File: config.mk
export PLATFORM = sky130hd
export DESIGN_NAME = rr_arb4_mux
export DESIGN_NICKNAME = d
export VERILOG_FILES = /design/src/rtl/rr_arb4_mux_pkg.sv /design/src/rtl/rr_arb4_mux_pick4.sv /design/src/rtl/rr_arb4_mux.sv
export SDC_FILE = /design/constraint.sdc
export NUM_CORES = 1
export LEC_CHECK = 0
export ABC_AREA = 0
export BUFFER_PORTS_ARGS = -buffer_cell sky130_fd_sc_hd__buf_2
export CORE_MARGIN = 2
export CORE_UTILIZATION = 54
export CTS_CLUSTER_DIAMETER = 40
export DETAILED_ROUTE_END_ITERATION = 8
export HOLD_SLACK_MARGIN = 0.05
export PLACE_DENSITY = 0.81
export SKIP_LAST_GASP = 1
export SYNTH_ARGS = -nofsm -noshare
export SYNTH_HDL_FRONTEND = slang
export SYNTH_HIERARCHICAL = 1
export SYNTH_SLANG_ARGS = --single-unit
export TNS_END_PERCENT = 30
File: constraint.sdc
create_clock -name clk -period 5.6 [get_ports clk]
set_input_delay 0 -clock clk [delete_from_list [all_inputs] [get_ports clk]]
set_output_delay 0 -clock clk [all_outputs]
set_load 0.02 [all_outputs]
File: src/rtl/rr_arb4_mux_pkg.sv
// Shared types and constants for the 4-way round-robin arbiter/mux.
package rr_arb4_mux_pkg;
  localparam int NUM_REQ = 4;
  localparam int SEL_W   = 2;

  typedef enum logic {
    IDLE  = 1'b0,
    GRANT = 1'b1
  } state_e;

  // Turn a requester index into its one-hot grant vector.
  function automatic logic [NUM_REQ-1:0] idx2oh(input logic [SEL_W-1:0] idx);
    logic [NUM_REQ-1:0] oh;
    oh      = '0;
    oh[idx] = 1'b1;
    return oh;
  endfunction
endpackage

File: src/rtl/rr_arb4_mux_pick4.sv
// Rotating-priority picker: the first set req bit at or after ptr, wrapping mod 4.
module rr_pick4
  import rr_arb4_mux_pkg::*;
(
  input  logic [NUM_REQ-1:0] req,
  input  logic [SEL_W-1:0]   ptr,
  output logic               found,
  output logic [SEL_W-1:0]   idx
);

  logic [SEL_W-1:0] cand;

  // Scan from the farthest offset down to offset 0 so the closest hit to ptr wins.
  always_comb begin
    found = 1'b0;
    idx   = ptr;
    cand  = ptr;
    for (int k = NUM_REQ - 1; k >= 0; k--) begin
      cand = ptr + SEL_W'(k);
      if (req[cand]) begin
        found = 1'b1;
        idx   = cand;
      end
    end
  end

endmodule

File: src/rtl/rr_arb4_mux.sv
// 4-requester round-robin arbiter with burst limit and 1-bit data mux.
module rr_arb4_mux
  import rr_arb4_mux_pkg::*;
#(
  parameter int MAX_BURST = 4
) (
  input  logic               clk,
  input  logic               rst,
  input  logic [NUM_REQ-1:0] req,
  input  logic [NUM_REQ-1:0] din,
  input  logic               out_ready,
  output logic [NUM_REQ-1:0] gnt,
  output logic [SEL_W-1:0]   sel,
  output logic               out_valid,
  output logic               out_data,
  output logic               busy
);

  localparam int CNT_W = $clog2(MAX_BURST + 1);

  state_e             state_q;
  logic [NUM_REQ-1:0] gnt_q;
  logic [SEL_W-1:0]   sel_q;
  logic [SEL_W-1:0]   ptr_q;
  logic [CNT_W-1:0]   cnt_q;

  logic [SEL_W-1:0]   ptr_d;
  logic [SEL_W-1:0]   pick_ptr;
  logic [CNT_W-1:0]   cnt_inc;
  logic               xfer;
  logic               burst_done;
  logic               rel;
  logic               found;
  logic [SEL_W-1:0]   idx;

  assign busy      = (state_q == GRANT);
  assign gnt       = gnt_q;
  assign sel       = sel_q;
  assign out_valid = busy & req[sel_q];
  // Data is never registered; the requester holds din while stalled.
  assign out_data  = din[sel_q];

  assign xfer       = out_valid & out_ready;
  assign cnt_inc    = cnt_q + 1'b1;
  assign burst_done = xfer && (cnt_inc == CNT_W'(MAX_BURST));
  assign rel        = busy && (!req[sel_q] || burst_done);

  // On release the current owner drops to lowest priority; while idle use the stored pointer.
  assign ptr_d    = sel_q + 1'b1;
  assign pick_ptr = busy ? ptr_d : ptr_q;

  rr_pick4 u_pick (
    .req   (req),
    .ptr   (pick_ptr),
    .found (found),
    .idx   (idx)
  );

  // FSM, grant registers, rotation pointer and burst counter.
  always_ff @(posedge clk) begin
    if (rst) begin
      state_q <= IDLE;
      gnt_q   <= '0;
      sel_q   <= '0;
      ptr_q   <= '0;
      cnt_q   <= '0;
    end else begin
      case (state_q)
        IDLE: begin
          if (found) begin
            state_q <= GRANT;
            gnt_q   <= idx2oh(idx);
            sel_q   <= idx;
            cnt_q   <= '0;
          end
        end
        GRANT: begin
          if (rel) begin
            // Re-arbitrate on the release edge so back-to-back grants have no bubble.
            ptr_q <= ptr_d;
            cnt_q <= '0;
            if (found) begin
              gnt_q <= idx2oh(idx);
              sel_q <= idx;
            end else begin
              state_q <= IDLE;
              gnt_q   <= '0;
            end
          end else if (xfer) begin
            cnt_q <= cnt_inc;
          end
        end
        default: begin
          state_q <= IDLE;
          gnt_q   <= '0;
        end
      endcase
    end
  end

endmodule

==> metrics, run 1 <==
# rows 13; largest net degree at the start of global routing 21; IO buf count 19; vias in the first global route 610; # DRC 0; most frequent cells in the layout buf_2, dfxtp_1, inv_1; outcome completed; power consumption 0.245 mW; Synth Instances 89; CTS sink count 12; Post-Synth Adder-Cell Area 0.0323; combinational family with the most area after synthesis simple AND/OR/NAND/NOR gates; Clock Latency Late Sink 0.27 ns; multi-input gate area in the final layout 459 µm²; required time worst endpoint 5.78 ns; core area 0.00132 mm²; layout cells sized above 1 0.271; critical path startpoint category flip-flop; synth warn 6; P_leak 0.414 nW; Yosys top cell area share 0.310; CTS tree yes; Setup crit end kind flip-flop; total congestion overflow 0; worst-path maximum fanout 9; Reg area 240 µm²; Worst Hold Class input pin to flip-flop; Synth Area in XOR/XNOR 0.0113; number of max-cap violations 0; antenna cell count 0; worst slew pin tran 0.927 ns; Rel. slew slack 0.377; Final Wtd Congestion 0.871; Post-DP HPWL 1140 µm; final worst-path cycle share 0.409; initial antenna violation count 0; Hold Buf Count CTS 0; Mean Syn Cell Area 8.72 µm²; TNS Setup 0 ns; 1st-pass router iterations 4; post-layout util 0.676; post-synthesis mux area share 0.144; Pwr Density 275 mW/mm²; die area 0.00176 mm²; Final Cell Area 891 µm²; Max Root-Sink Buffers 2; Simple-Gate Fraction of Synth Area 0.205; Ports 20; top post-synthesis cells by area dfxtp_1, inv_1, mux2i_1; Reg clk slew, reported paths 0.08 ns; die span in x 41.9 µm; RSZ-0062 raised after global routing no; first-pass GRT wire length 2480 µm; reg-to-reg setup timing slack 3.31 ns; die height 41.9 µm; placed insts 118; fin nets 121; minimum clock period 2.29 ns; total wire length 1450 µm; area grow syn2layout 14.8%; final hold violations 0; Final setup viols 0; Synth Cell Area 776 µm²; GRT Overall Usage 0.184; # fillers 114; syn nets 102; clk_skew 0.00361 ns; post-synth cell types 32; Iter 0 DRT Violations 11; complex-gate fraction of the synthesized area 0.200; Worst Path Arrival 2.47 ns; post_cts resized 0; Initial Util 0.589; most common cell after layout, fill and taps aside buf_2; flops & latches, synth 12; maximum clock rate 436 MHz; sequential area share after synthesis 0.310; vias 673; CTS H-tree depth 1; antenna-violating nets left 0; average wire per standard cell 11.9 µm; largest area contributor in the netlist dfxtp_1; Peak VDD IR 0.195 mV; fin. max-slew vios 0; root buffer cell clkbuf_4; clock buffer count from CTS 3; Vias/cell 5.52; cell area after placement 855 µm²; Post-CTS Setup Inserts 0; post-route insts no fill 122; kind of critical path flip-flop to flip-flop
==> power breakdown <==
group          switching (mW)  internal [mW]  leakage [nW]  total [mW]
combinational          0.0422         0.0332         0.295      0.0754
sequential            0.00763         0.0940        0.0984       0.102
clock                  0.0285         0.0395        0.0210      0.0681
==> synth_stat cells <==
library cell,instances
nor3_1,1
and2b_2,2
ha_1,2
nand4b_1,1
nand3_1,2
or4_1,1
nand2b_1,4
inv_1,11
a31oi_1,1
and2b_1,1
a2111o_1,3
mux4_2,1
o221a_2,1
mux4_1,1
and3b_1,1
o21ai_0,4
nand2_1,3
and2_1,1
o32ai_1,4
xnor2_1,1
nor2_1,10
nor2b_1,1
a21boi_0,2
a21oi_1,5
clkbuf_1,2
buf_2,1
dfxtp_1,12
mux2_2,2
buf_6,2
mux2i_1,4
or2b_1,1
a2bb2oi_1,1
==> per-stage QoR <==
stage	hold WS [ns]	worst slack, ns
3_5_place_dp	0.389	3.32
5_1_grt	0.121	3.16
3_3_place_gp	0.355	3.35
4_1_cts	0.0989	3.30
2_1_floorplan	0.244	3.32
6_report	0.104	3.31
==> logic make-up after synthesis <==
family	Yosys count
mux	8
xor+xnor	1
fa+ha+maj	2
compound gates	21
buf+inv	16
simple gates	29
flops	12
==> critical path: stages (launching register included) <==
cell	delay, ns
dfxtp_1	0.49
mux2i_1	0.29
and2b_2	0.24
or4_1	0.49
nand2_1	0.11
inv_1	0.06
a2111o_1	0.39
o32ai_1	0.12
==> per-layer routing <==
metal	routed length (µm)	GRT usage	vias to the layer above
met1	675	0.221	299
li1	-	-	351
met3	73	0.0435	4
met2	668	0.309	19
met4	28	0.0774	0
met5	0	0	-
==> sequential cells by signal, summed over array words and instances (netlist names) <==
register and count:
gnt 4, sel 2, ptr_q 2, cnt_q 3, busy 1
==> final timing paths <==
kind / start / endpoint / depth (start not counted)
worst min register to register: cnt_q[2] / cnt_q[2] / 2
worst max-delay path: busy / gnt[2] / 7
worst max register to register: busy / gnt[2] / 7
worst min-delay path: rst / busy / 2
==> layout make-up <==
type | instances | share of cell area
Tap cell | 15 | 0.0211
Timing Repair Buffer | 19 | 0.107
Inverter | 11 | 0.0463
Sequential cell | 12 | 0.270
Clock buffer | 4 | 0.0407
Multi-Input combinational cell | 61 | 0.515
Note: power is estimated with default switching activity, not from simulation.
==> run 2, diff against run 1 <==
--- a/config.mk
+++ b/config.mk
@@ -8,11 +8,11 @@
 export ABC_AREA = 0
 export BUFFER_PORTS_ARGS = -buffer_cell sky130_fd_sc_hd__buf_2
 export CORE_MARGIN = 2
-export CORE_UTILIZATION = 54
+export CORE_UTILIZATION = 50
 export CTS_CLUSTER_DIAMETER = 40
 export DETAILED_ROUTE_END_ITERATION = 8
 export HOLD_SLACK_MARGIN = 0.05
-export PLACE_DENSITY = 0.81
+export PLACE_DENSITY = 0.76
 export SKIP_LAST_GASP = 1
 export SYNTH_ARGS = -nofsm -noshare
 export SYNTH_HDL_FRONTEND = slang
==> constraint.sdc (replaced) <==
create_clock -name clk -period 2.2 [get_ports clk]
set_input_delay 0 -clock clk [delete_from_list [all_inputs] [get_ports clk]]
set_output_delay 0 -clock clk [all_outputs]
set_load 0.02 [all_outputs]
==> run 2 against run 1 <==
Net effect: worst setup slack worse by 3.2 ns; critical path depth up 1; clock skew down 0.00084 ns; critical path type unchanged; worst hold slack got worse by 0.0054 ns.
==> metrics, run 2 (synthesis results as in run 1) <==
most frequent cells in the layout buf_2, inv_1, nor2_1, dfxtp_1 (was buf_2, dfxtp_1, inv_1); placed insts 122 (was 118); Post-DP HPWL 1210 µm (was 1140 µm); Setup crit end kind flip-flop (unchanged); Worst Hold Class input pin to flip-flop (unchanged); Ports 20 (unchanged); antenna-violating nets left 0 (unchanged); Reg clk slew, reported paths 0.08 ns (about the same); average wire per standard cell 13.3 µm (was 11.9 µm); clk_skew 0.00277 ns (was 0.00361 ns); number of max-cap violations 0 (unchanged); initial antenna violation count 0 (unchanged); # DRC 0 (unchanged); first-pass GRT wire length 2750 µm (was 2480 µm); Iter 0 DRT Violations 11 (unchanged); final worst-path cycle share 0.956 (was 0.409); Final setup viols 0 (unchanged); fin. max-slew vios 0 (unchanged); root buffer cell clkbuf_4 (unchanged); die span in x 43.4 µm (was 41.9 µm); Worst Hold Depth 2 (unchanged); outcome completed (unchanged); total wire length 1680 µm (was 1450 µm); die height 43.4 µm (was 41.9 µm); R2R depth 8 (was 7); Hold Startpoint rst (unchanged); kind of critical path flip-flop to flip-flop (unchanged); Worst Path Arrival 2.29 ns (was 2.47 ns); core area 0.00147 mm² (was 0.00132 mm²); power consumption 0.674 mW (was 0.245 mW); RSZ-0062 raised after global routing no (unchanged); worst-path maximum fanout 7 (was 9); post-route insts no fill 127 (was 122); Peak VDD IR 0.424 mV (was 0.195 mV); area grow syn2layout 24.5% (was 14.8%); vias 701 (was 673); fin nets 125 (was 121); Clock Latency Late Sink 0.27 ns (about the same); P_leak 0.441 nW (was 0.414 nW); required time worst endpoint 2.39 ns (was 5.78 ns); Worst Hold Path EP busy (unchanged); IO buf count 19 (unchanged); Pwr Density 698 mW/mm² (was 275 mW/mm²); total congestion overflow 0 (unchanged); Final Wtd Congestion 0.734 (was 0.871); # rows 14 (was 13); largest net degree at the start of global routing 21 (unchanged); layout cells sized above 1 0.360 (was 0.271); critical path startpoint category flip-flop (unchanged); CTS tree yes (unchanged); Initial Util 0.527 (was 0.589); # fillers 138 (was 114); Rel. slew slack 0.676 (was 0.377); max reg flops 4 (unchanged); reg2reg start sel[0] (was busy); Reg-to-Reg End gnt[2] (unchanged); CTS sink count 12 (unchanged); reg-to-reg setup timing slack 0.1 ns (was 3.31 ns); 1st-pass router iterations 4 (unchanged); maximum clock rate 475 MHz (was 436 MHz); most common cell after layout, fill and taps aside buf_2 (unchanged); CTS H-tree depth 1 (unchanged); die area 0.00188 mm² (was 0.00176 mm²); vias in the first global route 661 (was 610); final hold violations 0 (unchanged); Vias/cell 5.52 (about the same); Max Root-Sink Buffers 2 (unchanged); worst slew pin tran 0.484 ns (was 0.927 ns); minimum clock period 2.10 ns (was 2.29 ns); Worst Setup SP sel[0] (was busy); clock buffer count from CTS 3 (unchanged); antenna cell count 0 (unchanged); GRT Overall Usage 0.195 (was 0.184)
run 2: through the flow:
| step | area [µm²] | hold WS, ns | TNS (ns) | worst slack, ns | utilization |
|---|---|---|---|---|---|
| global route | 966 | 0.117 | 0 | 0.00997 | 0.656 |
| global placement | 881 | 0.360 | -0.00286 | -0.00286 | 0.599 |
| finish | 966 | 0.0983 | 0 | 0.0960 | 0.656 |
| floorplan | 781 | 0.244 | 0 | 0.0222 | - |
| detailed placement | 881 | 0.370 | -0.0381 | -0.0381 | 0.599 |
| CTS | 925 | 0.0750 | 0 | 0.00733 | 0.628 |
run 2: final cells by class:
type / count / area (µm²) / area share
Sequential cell: 12 / 248 / 0.256
Clock buffer: 4 / 36.3 / 0.0376
Multi-Input combinational cell: 61 / 495 / 0.513
Inverter: 11 / 41.3 / 0.0427
Timing Repair Buffer: 23 / 125 / 0.130
Tap cell: 16 / 20.0 / 0.0207
run 2: per-layer routing:
layer / routed length [µm] / track usage
met5: 0 / 0
met2: 826 / 0.346
met1: 788 / 0.232
met4: 13 / 0.0727
met3: 55 / 0.0375
run 2: worst max-delay path by stage:
stage                     endpoint  slack (ns)
after global routing        gnt[2]        0.01
after detailed placement    gnt[2]       -0.04
after floorplan             gnt[2]        0.02
after global placement      gnt[2]      -0.003
final                       gnt[2]         0.1
after CTS                   gnt[2]       0.007
run 2: critical path: stages, from the launching register on:
cell and delay [ns]:
dfxtp_4 0.40, xnor2_4 0.20, a21oi_2 0.12, and3b_1 0.18
or4_1 0.48, nand2_2 0.10, inv_1 0.06, a2111o_1 0.37
o32ai_2 0.12
run 2: power by group:
group	internal [mW]	leakage, nW	switching, mW
sequential	0.240	0.0994	0.0225
combinational	0.108	0.321	0.123
clock	0.100	0.0210	0.0800
run 2: what timing repair did:
| action | CTS | global route |
|---|---|---|
| setup endpoints to repair | 2 | 2 |
| pin swaps | 0 | 1 |
| setup buffers | 0 | 1 |
| gates resized for setup | 1 | 7 |
| hold buffers | 0 | 0 |
